## src/rtl/uart_autobaud_pkg.sv

```systemverilog
// Shared constants for the UART auto-baud detector: FSM encoding and 0x55 frame geometry.
package uart_autobaud_pkg;

    localparam logic [2:0] ST_IDLE       = 3'd0;
    localparam logic [2:0] ST_ARM        = 3'd1;
    localparam logic [2:0] ST_WAIT_START = 3'd2;
    localparam logic [2:0] ST_MEASURE    = 3'd3;
    localparam logic [2:0] ST_WAIT_STOP  = 3'd4;
    localparam logic [2:0] ST_DONE       = 3'd5;
    localparam logic [2:0] ST_ERR        = 3'd6;

    // 0x55 has five falling edges; first to fifth spans 2^AB_SHIFT bit times.
    localparam int AB_EDGES = 5;
    localparam int AB_SHIFT = 3;

endpackage

```

## src/rtl/uart_autobaud_sync.sv

```systemverilog
// Two-flop synchronizer for the serial line plus rise/fall detection; all flops reset to idle-high.
module uart_autobaud_sync (
    input  logic clk_i,
    input  logic rst_int,
    input  logic rxd_i,
    output logic line_o,
    output logic rise_o,
    output logic fall_o
);

    logic sync1_q;
    logic sync2_q;
    logic prev_q;

    always_ff @(posedge clk_i or posedge rst_int) begin
        if (rst_int) begin
            sync1_q <= 1'b1;
            sync2_q <= 1'b1;
            prev_q  <= 1'b1;
        end else begin
            sync1_q <= rxd_i;
            sync2_q <= sync1_q;
            prev_q  <= sync2_q;
        end
    end

    assign line_o = sync2_q;
    assign rise_o = sync2_q & ~prev_q;
    assign fall_o = ~sync2_q & prev_q;

endmodule

```

## src/rtl/uart_autobaud.sv

```systemverilog
// Auto-baud detector: times a 0x55 calibration frame and publishes clocks-per-bit.
// Optional per-period consistency check is built when UART_AUTOBAUD_CHECK_EN is defined.
// valid_o is a one-cycle strobe with no back-pressure; bit_duration_o holds until the next success.
module uart_autobaud
    import uart_autobaud_pkg::*;
#(
    parameter int DIV_W       = 16,
    parameter int DEFAULT_DIV = 868
) (
    input  logic             clk_i,
    input  logic             rst_int,
    input  logic             start_i,
    input  logic             rxd_i,
    output logic [DIV_W-1:0] bit_duration_o,
    output logic             valid_o,
    output logic             locked_o,
    output logic             error_o,
    output logic             busy_o,
    output logic [2:0]       state_o
);

    localparam int TOT_W = DIV_W + 3;
    localparam int PER_W = DIV_W + 1;

    logic             line_s;
    logic             rise_s;
    logic             fall_s;

    logic [2:0]       state_q;
    logic [2:0]       state_d;
    logic [TOT_W-1:0] tot_q;
    logic [PER_W-1:0] per_q;
    logic [2:0]       fall_cnt_q;
    logic [DIV_W-1:0] res_q;

    logic [TOT_W:0]   tot_rnd;
    logic [PER_W-1:0] res_full;
    logic             res_bad;
    logic             tot_sat;
    logic             per_sat;
    logic             last_fall;
    logic             stop_late;
    logic             period_bad;

    uart_autobaud_sync u_sync (
        .clk_i  (clk_i),
        .rst_int(rst_int),
        .rxd_i  (rxd_i),
        .line_o (line_s),
        .rise_o (rise_s),
        .fall_o (fall_s)
    );

    // Round to nearest: (tot + 4) >> 3; an extra top bit flags overflow of DIV_W.
    assign tot_rnd   = {1'b0, tot_q} + (TOT_W+1)'(4);
    assign res_full  = PER_W'(tot_rnd >> AB_SHIFT);
    assign res_bad   = (res_full < PER_W'(2)) || res_full[DIV_W];
    assign tot_sat   = &tot_q;
    assign per_sat   = &per_q;
    assign last_fall = fall_s && (fall_cnt_q == 3'(AB_EDGES - 1));
    assign stop_late = per_q >= {res_q, 1'b0};

`ifdef UART_AUTOBAUD_CHECK_EN
    logic [PER_W-1:0] p0_q;
    logic [PER_W-1:0] per_diff;

    assign per_diff   = (per_q > p0_q) ? (per_q - p0_q) : (p0_q - per_q);
    assign period_bad = fall_s && (fall_cnt_q >= 3'd2) && (per_diff > (p0_q >> 2));

    always_ff @(posedge clk_i or posedge rst_int) begin
        if (rst_int) begin
            p0_q <= '0;
        end else if (state_q == ST_MEASURE && fall_s && fall_cnt_q == 3'd1) begin
            p0_q <= per_q;
        end
    end
`else
    assign period_bad = 1'b0;
`endif

    always_comb begin
        state_d = state_q;
        case (state_q)
            ST_IDLE:       state_d = ST_IDLE;
            ST_ARM:        if (line_s) state_d = ST_WAIT_START;
            ST_WAIT_START: if (fall_s) state_d = ST_MEASURE;
            ST_MEASURE: begin
                if (tot_sat) begin
                    state_d = ST_ERR;
                end else if (period_bad) begin
                    state_d = ST_ERR;
                end else if (last_fall) begin
                    state_d = res_bad ? ST_ERR : ST_WAIT_STOP;
                end
            end
            ST_WAIT_STOP: begin
                if (rise_s) begin
                    state_d = ST_DONE;
                end else if (stop_late) begin
                    state_d = ST_ERR;
                end
            end
            ST_DONE:       state_d = ST_IDLE;
            ST_ERR:        state_d = ST_IDLE;
            default:       state_d = ST_IDLE;
        endcase
        // A re-arm request overrides whatever the FSM was doing, including DONE.
        if (start_i) begin
            state_d = ST_ARM;
        end
    end

    always_ff @(posedge clk_i or posedge rst_int) begin
        if (rst_int) begin
            state_q    <= ST_IDLE;
            tot_q      <= '0;
            per_q      <= '0;
            fall_cnt_q <= '0;
            res_q      <= '0;
        end else begin
            state_q <= state_d;
            case (state_q)
                ST_WAIT_START: begin
                    if (fall_s) begin
                        tot_q      <= TOT_W'(1);
                        per_q      <= PER_W'(1);
                        fall_cnt_q <= 3'd1;
                    end
                end
                ST_MEASURE: begin
                    if (!tot_sat) tot_q <= tot_q + TOT_W'(1);
                    if (last_fall) begin
                        per_q <= '0;
                        res_q <= res_full[DIV_W-1:0];
                    end else if (fall_s) begin
                        per_q <= PER_W'(1);
                    end else if (!per_sat) begin
                        per_q <= per_q + PER_W'(1);
                    end
                    if (fall_s) fall_cnt_q <= fall_cnt_q + 3'd1;
                end
                ST_WAIT_STOP: begin
                    if (!per_sat) per_q <= per_q + PER_W'(1);
                end
                default: ;
            endcase
        end
    end

    always_ff @(posedge clk_i or posedge rst_int) begin
        if (rst_int) begin
            bit_duration_o <= DIV_W'(DEFAULT_DIV);
            valid_o        <= 1'b0;
            locked_o       <= 1'b0;
            error_o        <= 1'b0;
        end else begin
            valid_o <= 1'b0;
            if (start_i) begin
                locked_o <= 1'b0;
                error_o  <= 1'b0;
            end else if (state_q == ST_DONE) begin
                bit_duration_o <= res_q;
                valid_o        <= 1'b1;
                locked_o       <= 1'b1;
            end else if (state_q == ST_ERR) begin
                error_o <= 1'b1;
            end
        end
    end

    assign busy_o  = (state_q != ST_IDLE);
    assign state_o = state_q;

endmodule

```

## config.mk

```make
export PLATFORM = sky130hd
export DESIGN_NAME = uart_autobaud
export DESIGN_NICKNAME = d
export VERILOG_FILES = /design/src/rtl/uart_autobaud_pkg.sv /design/src/rtl/uart_autobaud_sync.sv /design/src/rtl/uart_autobaud.sv
export SDC_FILE = /design/constraint.sdc
export NUM_CORES = 1
export LEC_CHECK = 0
export ABC_AREA = 1
export CORE_ASPECT_RATIO = 1.75
export CORE_MARGIN = 4
export CORE_UTILIZATION = 35
export CTS_CLUSTER_DIAMETER = 80
export CTS_CLUSTER_SIZE = 30
export DETAILED_ROUTE_END_ITERATION = 6
export MAX_ROUTING_LAYER = met4
export PLACE_DENSITY = 0.5
export RECOVER_POWER = 25
export SLEW_MARGIN = 10
export SYNTH_ARGS = -nofsm -noshare
export SYNTH_HDL_FRONTEND = slang
export SYNTH_SLANG_ARGS = --single-unit
```

## constraint.sdc

```tcl
create_clock -name clk_i -period 5.1 [get_ports clk_i]
set_input_delay 0.765 -clock clk_i [delete_from_list [all_inputs] [get_ports clk_i]]
set_output_delay 0.765 -clock clk_i [all_outputs]
set_load 0.05 [all_outputs]
```

# Word-level counts from Yosys, hierarchy flattened
# Index checks and enable logic that the tools add are counted.
# Widths: inputs -> output; s select.
[word_totals]
regBits = 80
inputBits = 4
[op_classes]
n_eq_ne = 15
n_addsub = 4
mux = 27
bitwise_logic = 5
magnitude_cmp = 2
n_reduce_logical = 16
[ops]
columns = ["op", "count"]
rows = [
  ["$mux 17", 4],
  ["$pmux 17 s3", 1],
  ["$mux 19", 2],
  ["$pmux 19 s2", 1],
  ["$mux 3", 9],
  ["$add 19x3->20 const B", 1],
  ["$add 19x1->19 const B", 1],
  ["$reduce_and 19->1", 1],
  ["$add 17x1->17 const B", 1],
  ["$ge 17x17->1", 1],
  ["$lt 17x2->1 const B", 1],
  ["$reduce_and 17->1", 1],
  ["$eq 3x3->1 const B", 4],
  ["$pmux 3 s4", 1],
  ["$ne 2x2->1 const B", 4],
  ["$ne 4x4->1 const B", 2],
  ["$reduce_and 2->1", 4],
  ["$mux 1", 7],
  ["$eq 3x2->1 const B", 2],
  ["$pmux 3 s2", 1],
  ["$reduce_and 3->1", 2],
  ["$reduce_bool 2->1", 3],
  ["$reduce_bool 3->1", 2],
  ["$reduce_and 4->1", 1],
  ["other kinds (9)", 12],
]

# Depth between registers and ports, before layout
[logic_depth]
depth_word = 8
depth_mapped = 16
mapped_depth_nobuf = 15

# Cells and area by module
# A second synthesis with hierarchy kept.
[unflattened]
cells_unflattened = 629
hier_area_um2 = 4758.3
[by_module_without_submodules]
columns = ["module", "area_per_inst_um2", "seq_area_each_um2", "n_inst", "cells_per_inst"]
rows = [
  ["uart_autobaud", 4660.7, 1933.1, 1, 621],
  ["uart_autobaud_sync", 97.6, 78.8, 1, 8],
]

# Worst setup path after synthesis
# OpenSTA, ideal clock, no wires.
[synth_timing]
kind = "flip-flop to flip-flop"
start = "reg state_q[0] (netlist: state_o[0])"
end = "reg tot_q[16]"
t_required_ns = 4.974
path_stages_with_launch = 10
slack_ns = 3.062
t_arrival_ns = 1.913
period_less_slack_ns = 2.038
setup_ns = 0.126
n_path_buf = 0
path_cell_list = "dfrtp_1 -> inv_1 -> nor2_8 -> inv_2 -> nor2_2 -> nor2_8 -> nor2_8 -> inv_6 -> nor3_1 -> nor3_2"
[synth_between]
elab_chain_len = 3
word_cells_on_any_way = 7
[synth_lines]
columns = ["element", "line", "text"]
rows = [
  ["start, declared", "uart_autobaud.sv:29", "logic [2:0] state_q;"],
  ["start signal, assigned", "uart_autobaud.sv:121", "state_q <= state_d;"],
  ["$eq 3x2->1", "uart_autobaud.sv:122", "case (state_q)"],
  ["$ne 2x2->1 (no source line) / $reduce_bool 2->1 (equally long branches)", "--", ""],
  ["$reduce_and 3->1 (no source line)", "--", ""],
  ["end signal, assigned", "uart_autobaud.sv:131", "if (!tot_sat) tot_q <= tot_q + TOT_W'(1);"],
  ["end, declared", "uart_autobaud.sv:31", "logic [TOT_W-1:0] tot_q;"],
]
# Parallel ways exist; a longest one is shown, timed or not.
# A chain may end at the register's enable or synchronous reset.

==> out/metrics.yaml <==
status:
  status: "finished, violations left"
  failed_checks: "max-capacitance violations, max-slew violations"
power:
  ir_drop_mv: 0.175
  powerDensity_nw_per_um2: 366
  leakage_uw: 0.00239
global_routing:
  grt_pass1_wl_um: 20600
  busiest_layer: "met2"
  grt_max_degree: 50
  antenna_found_initial: 0
  grtUsageMet2_pct: 31.3
  grt_use_met3_pct: 2.56
  track_usage_pct: 18.0
  grt_pass1_vias: 4039
  use_met1_pct: 19.7
  grt_overflow: 0
timing:
  hold_violations: 0
  min_period_ps: 2800
  hold_slack_ps: 356
  skew_ps: 9.18
  setup_violations: 0
  finalSetupTns_ps: 0
  maxSlewViolCount: 50
  fin_crit_sh_pct: 54.8
  rsz0062_at_grt: "false"
  fmax_mhz: 358
  maxSlewHeadroom_pct: -52.4
  worstMarginPinSlew_ps: 2270
worst_setup_path:
  slowest_delay_ps: 1300
  reg2reg_depth: 7
  worst-setup-path-type: "input port to asynchronous set/reset pin"
  cp.required_ps: 5540
  worstPathArrival_ps: 3240
  path_cells: "dlygate4sd3_1, clkinvlp_2, buf_4"
  endpoint_kind: "asynchronous set/reset pin"
  slowest_stage: "clkinvlp_2"
  timing.rr.start: "u_sync.prev_q$_DFF_PP1_"
  cp-start-kind: "input port"
  cp_top_family: "buffers and inverters"
  reg2reg_to: "per_q[11]$_DFFE_PP0P_"
  worstSetupStartpoint: "rst_int"
  crit_buf_inv: 3
  reg2reg_slack_ps: 2630
  worst-path-stages: 3
  critPathMaxFanout: 49
placed_design:
  port_buffers: 26
  place.gp.congestion: 0.884
  dp.final_hpwl_um: 9770
layout:
  drive_gt1_share_pct: 9.18
  diodes: 0
  num-fill-cells: 1339
  finalNetCount: 652
  syn_to_final_growth_pct: 15.6
  post-route-util_pct: 41.7
floorplan:
  rows: 55
  dieWidth_um: 95.7
  start_util_pct: 36.1
  pin_count: 27
  dieHeight_um: 162
  core_um2: 13100
  die_area_um2: 15500
routing:
  drc: 0
  wl_per_cell_um: 15.5
  drt_wl_total_um: 12500
  drtIter0Drc: 155
  detail-route-antenna-nets: 0
  vias: 4031
  vias_per_cell: 5.02
  drtPass1Iterations: 5
hold_path:
  whs_endpoint: "u_sync.line_o$_DFF_PP1_"
  min_path_type: "flop to flop"
  whs_path_depth: 0
  min_from: "u_sync.sync1_q$_DFF_PP1_"
logic_synthesis:
  syn_area_um2: 4710
  synth_top_area_share_pct: 38.2
  synthMuxAreaShare_pct: 0
  synth_xor_xnor_area_share_pct: 2.42
  synth-simple-area-share_pct: 29.6
  synthTopCellsByArea: "dfrtp_1 (38%), nand2_1 (12%), inv_1 (5.8%)"
  netlist_instances: 599
  ys.warnings.count: 0
  ys_ff_latch: 80
  ys_seq_area_share_pct: 42.7
  synth_top_family_by_area: "simple AND/OR/NAND/NOR gates"
  synth-compound-area-share_pct: 12.2
  syn_avg_cell_area_um2: 7.87
  synth_fa_ha_area_share_pct: 5.57
  synth_nets: 624
  synth_area_leader_cell: "dfrtp_1"
  synth_cell_type_count: 41
clock_network:
  htreeDepth: 3
  clk_pin_slew_ps: 70
  cts-root-buf: "clkbuf_16"
  hold_buffers: 0
  post_cts_resized: 0
  clock_path_buffers: 2
  cts.sinks: 80
  post-cts-setup-buffers: 0
  worstSkewPairLatency_ps: 350
  tritoncts: "yes"
  cts_buffers: 9
flow_run:
  cap_violations: 1
layer usage:
metal,routed length [um],vias up
met4,411,0
met1,4940,1912
met3,286,27
met2,6820,60
li1,-,2032
met5,0,-
synthesized netlist by cell type (all sizes together):
master / n
o22ai: 1
nand2: 149
nor4b: 1
xnor2: 1
a21oi: 26
o211ai: 7
a21boi: 1
dfstp: 8
nor3b: 1
o31ai: 3
ha: 21
inv: 79
nand3: 35
dfrtp: 72
clkbuf: 5
clkinv: 1
a22oi: 1
o2111ai: 1
nand4: 17
xor2: 12
or2: 1
nor3: 18
a211oi: 2
o21ai: 52
o21a: 3
a31oi: 6
nor4: 4
nor2: 66
buf: 5
metrics by stage:
step,cells,area (um2),setup WS (ps),power [uW]
floorplan,599,4710,2300,1180
global placement,787,5150,2400,1340
detailed placement,787,5150,2300,1350
CTS,803,5450,2510,2020
global route,803,5450,1910,2120
finish,803,5450,2300,1990
cells by family (layout without fill, tap and decap cells):
family                     count (synthesis)  after routing
adders and majority gates                 21             21
buffers and inverters                     90            123
xor gates and xnor gates                  13             13
AOI/OAI and AO/OA                        103            103
DFF                                       80             80
and+or+nand+nor                          292            292
area by class of cell:
type	count	area, um2	share of cell area [%]
multi-input cells	429	2350	43.1
flip-flops and latches	80	2010	36.9
inverters	80	310	5.69
repair buffers	27	268	4.91
clock buffers	10	229	4.20
well taps	171	214	3.92
clock inverters	6	70.1	1.29
worst max-delay path by stage:
stage / end / slack (ps)
after floorplan: bit_duration_o[0]$_DFFE_PP0P_ / 2300
after global placement: bit_duration_o[5]$_DFFE_PP1P_ / 2400
after detailed placement: bit_duration_o[9]$_DFFE_PP1P_ / 2300
after CTS: busy_o / 2510
after global routing: bit_duration_o[8]$_DFFE_PP1P_ / 1910
final: bit_duration_o[9]$_DFFE_PP1P_ / 2300
power breakdown:
group | switching [uW] | total, uW | internal [uW]
Combinational | 392 | 557 | 165
Clock | 280 | 662 | 382
Sequential | 71.4 | 773 | 702
Total | 744 | 1990 | 1250
layout by cell type, fill, tap and decap left out, types with 2 or more instances in the layout:
cell type | synthesis | routed
nor3_1 | 14 | 14
nor4_1 | 4 | 4
dlygate4sd3_1 | 0 | 3
ha_1 | 21 | 21
nor2_8 | 4 | 4
nand3_1 | 30 | 30
nor2_1 | 51 | 51
clkinv_4 | 0 | 4
o21a_1 | 3 | 3
dfrtp_1 | 72 | 72
nand4_1 | 17 | 17
a31oi_1 | 6 | 6
clkbuf_16 | 0 | 9
nor2_4 | 5 | 5
o21ai_0 | 48 | 48
o31ai_1 | 3 | 3
nor3_2 | 4 | 4
clkdlybuf4s50_1 | 0 | 23
o211ai_1 | 7 | 7
xor2_1 | 12 | 12
clkinv_2 | 1 | 2
nand3_2 | 5 | 5
nand2_1 | 148 | 148
o21ai_1 | 4 | 4
inv_2 | 4 | 4
a21oi_1 | 26 | 26
dfstp_2 | 8 | 7
inv_1 | 73 | 72
nor2_2 | 6 | 6
state kept, by name, summed over array words and instances (netlist names):
| register | flops |
|---|---|
| locked_o | 1 |
| per_q | 17 |
| bit_duration_o | 16 |
| u_sync.line_o | 1 |
| u_sync.sync1_q | 1 |
| u_sync.prev_q | 1 |
| valid_o | 1 |
| state_o | 3 |
| tot_q | 19 |
| res_q | 16 |
| fall_cnt_q | 3 |
| error_o | 1 |
Power figures use the tool's default switching activity.
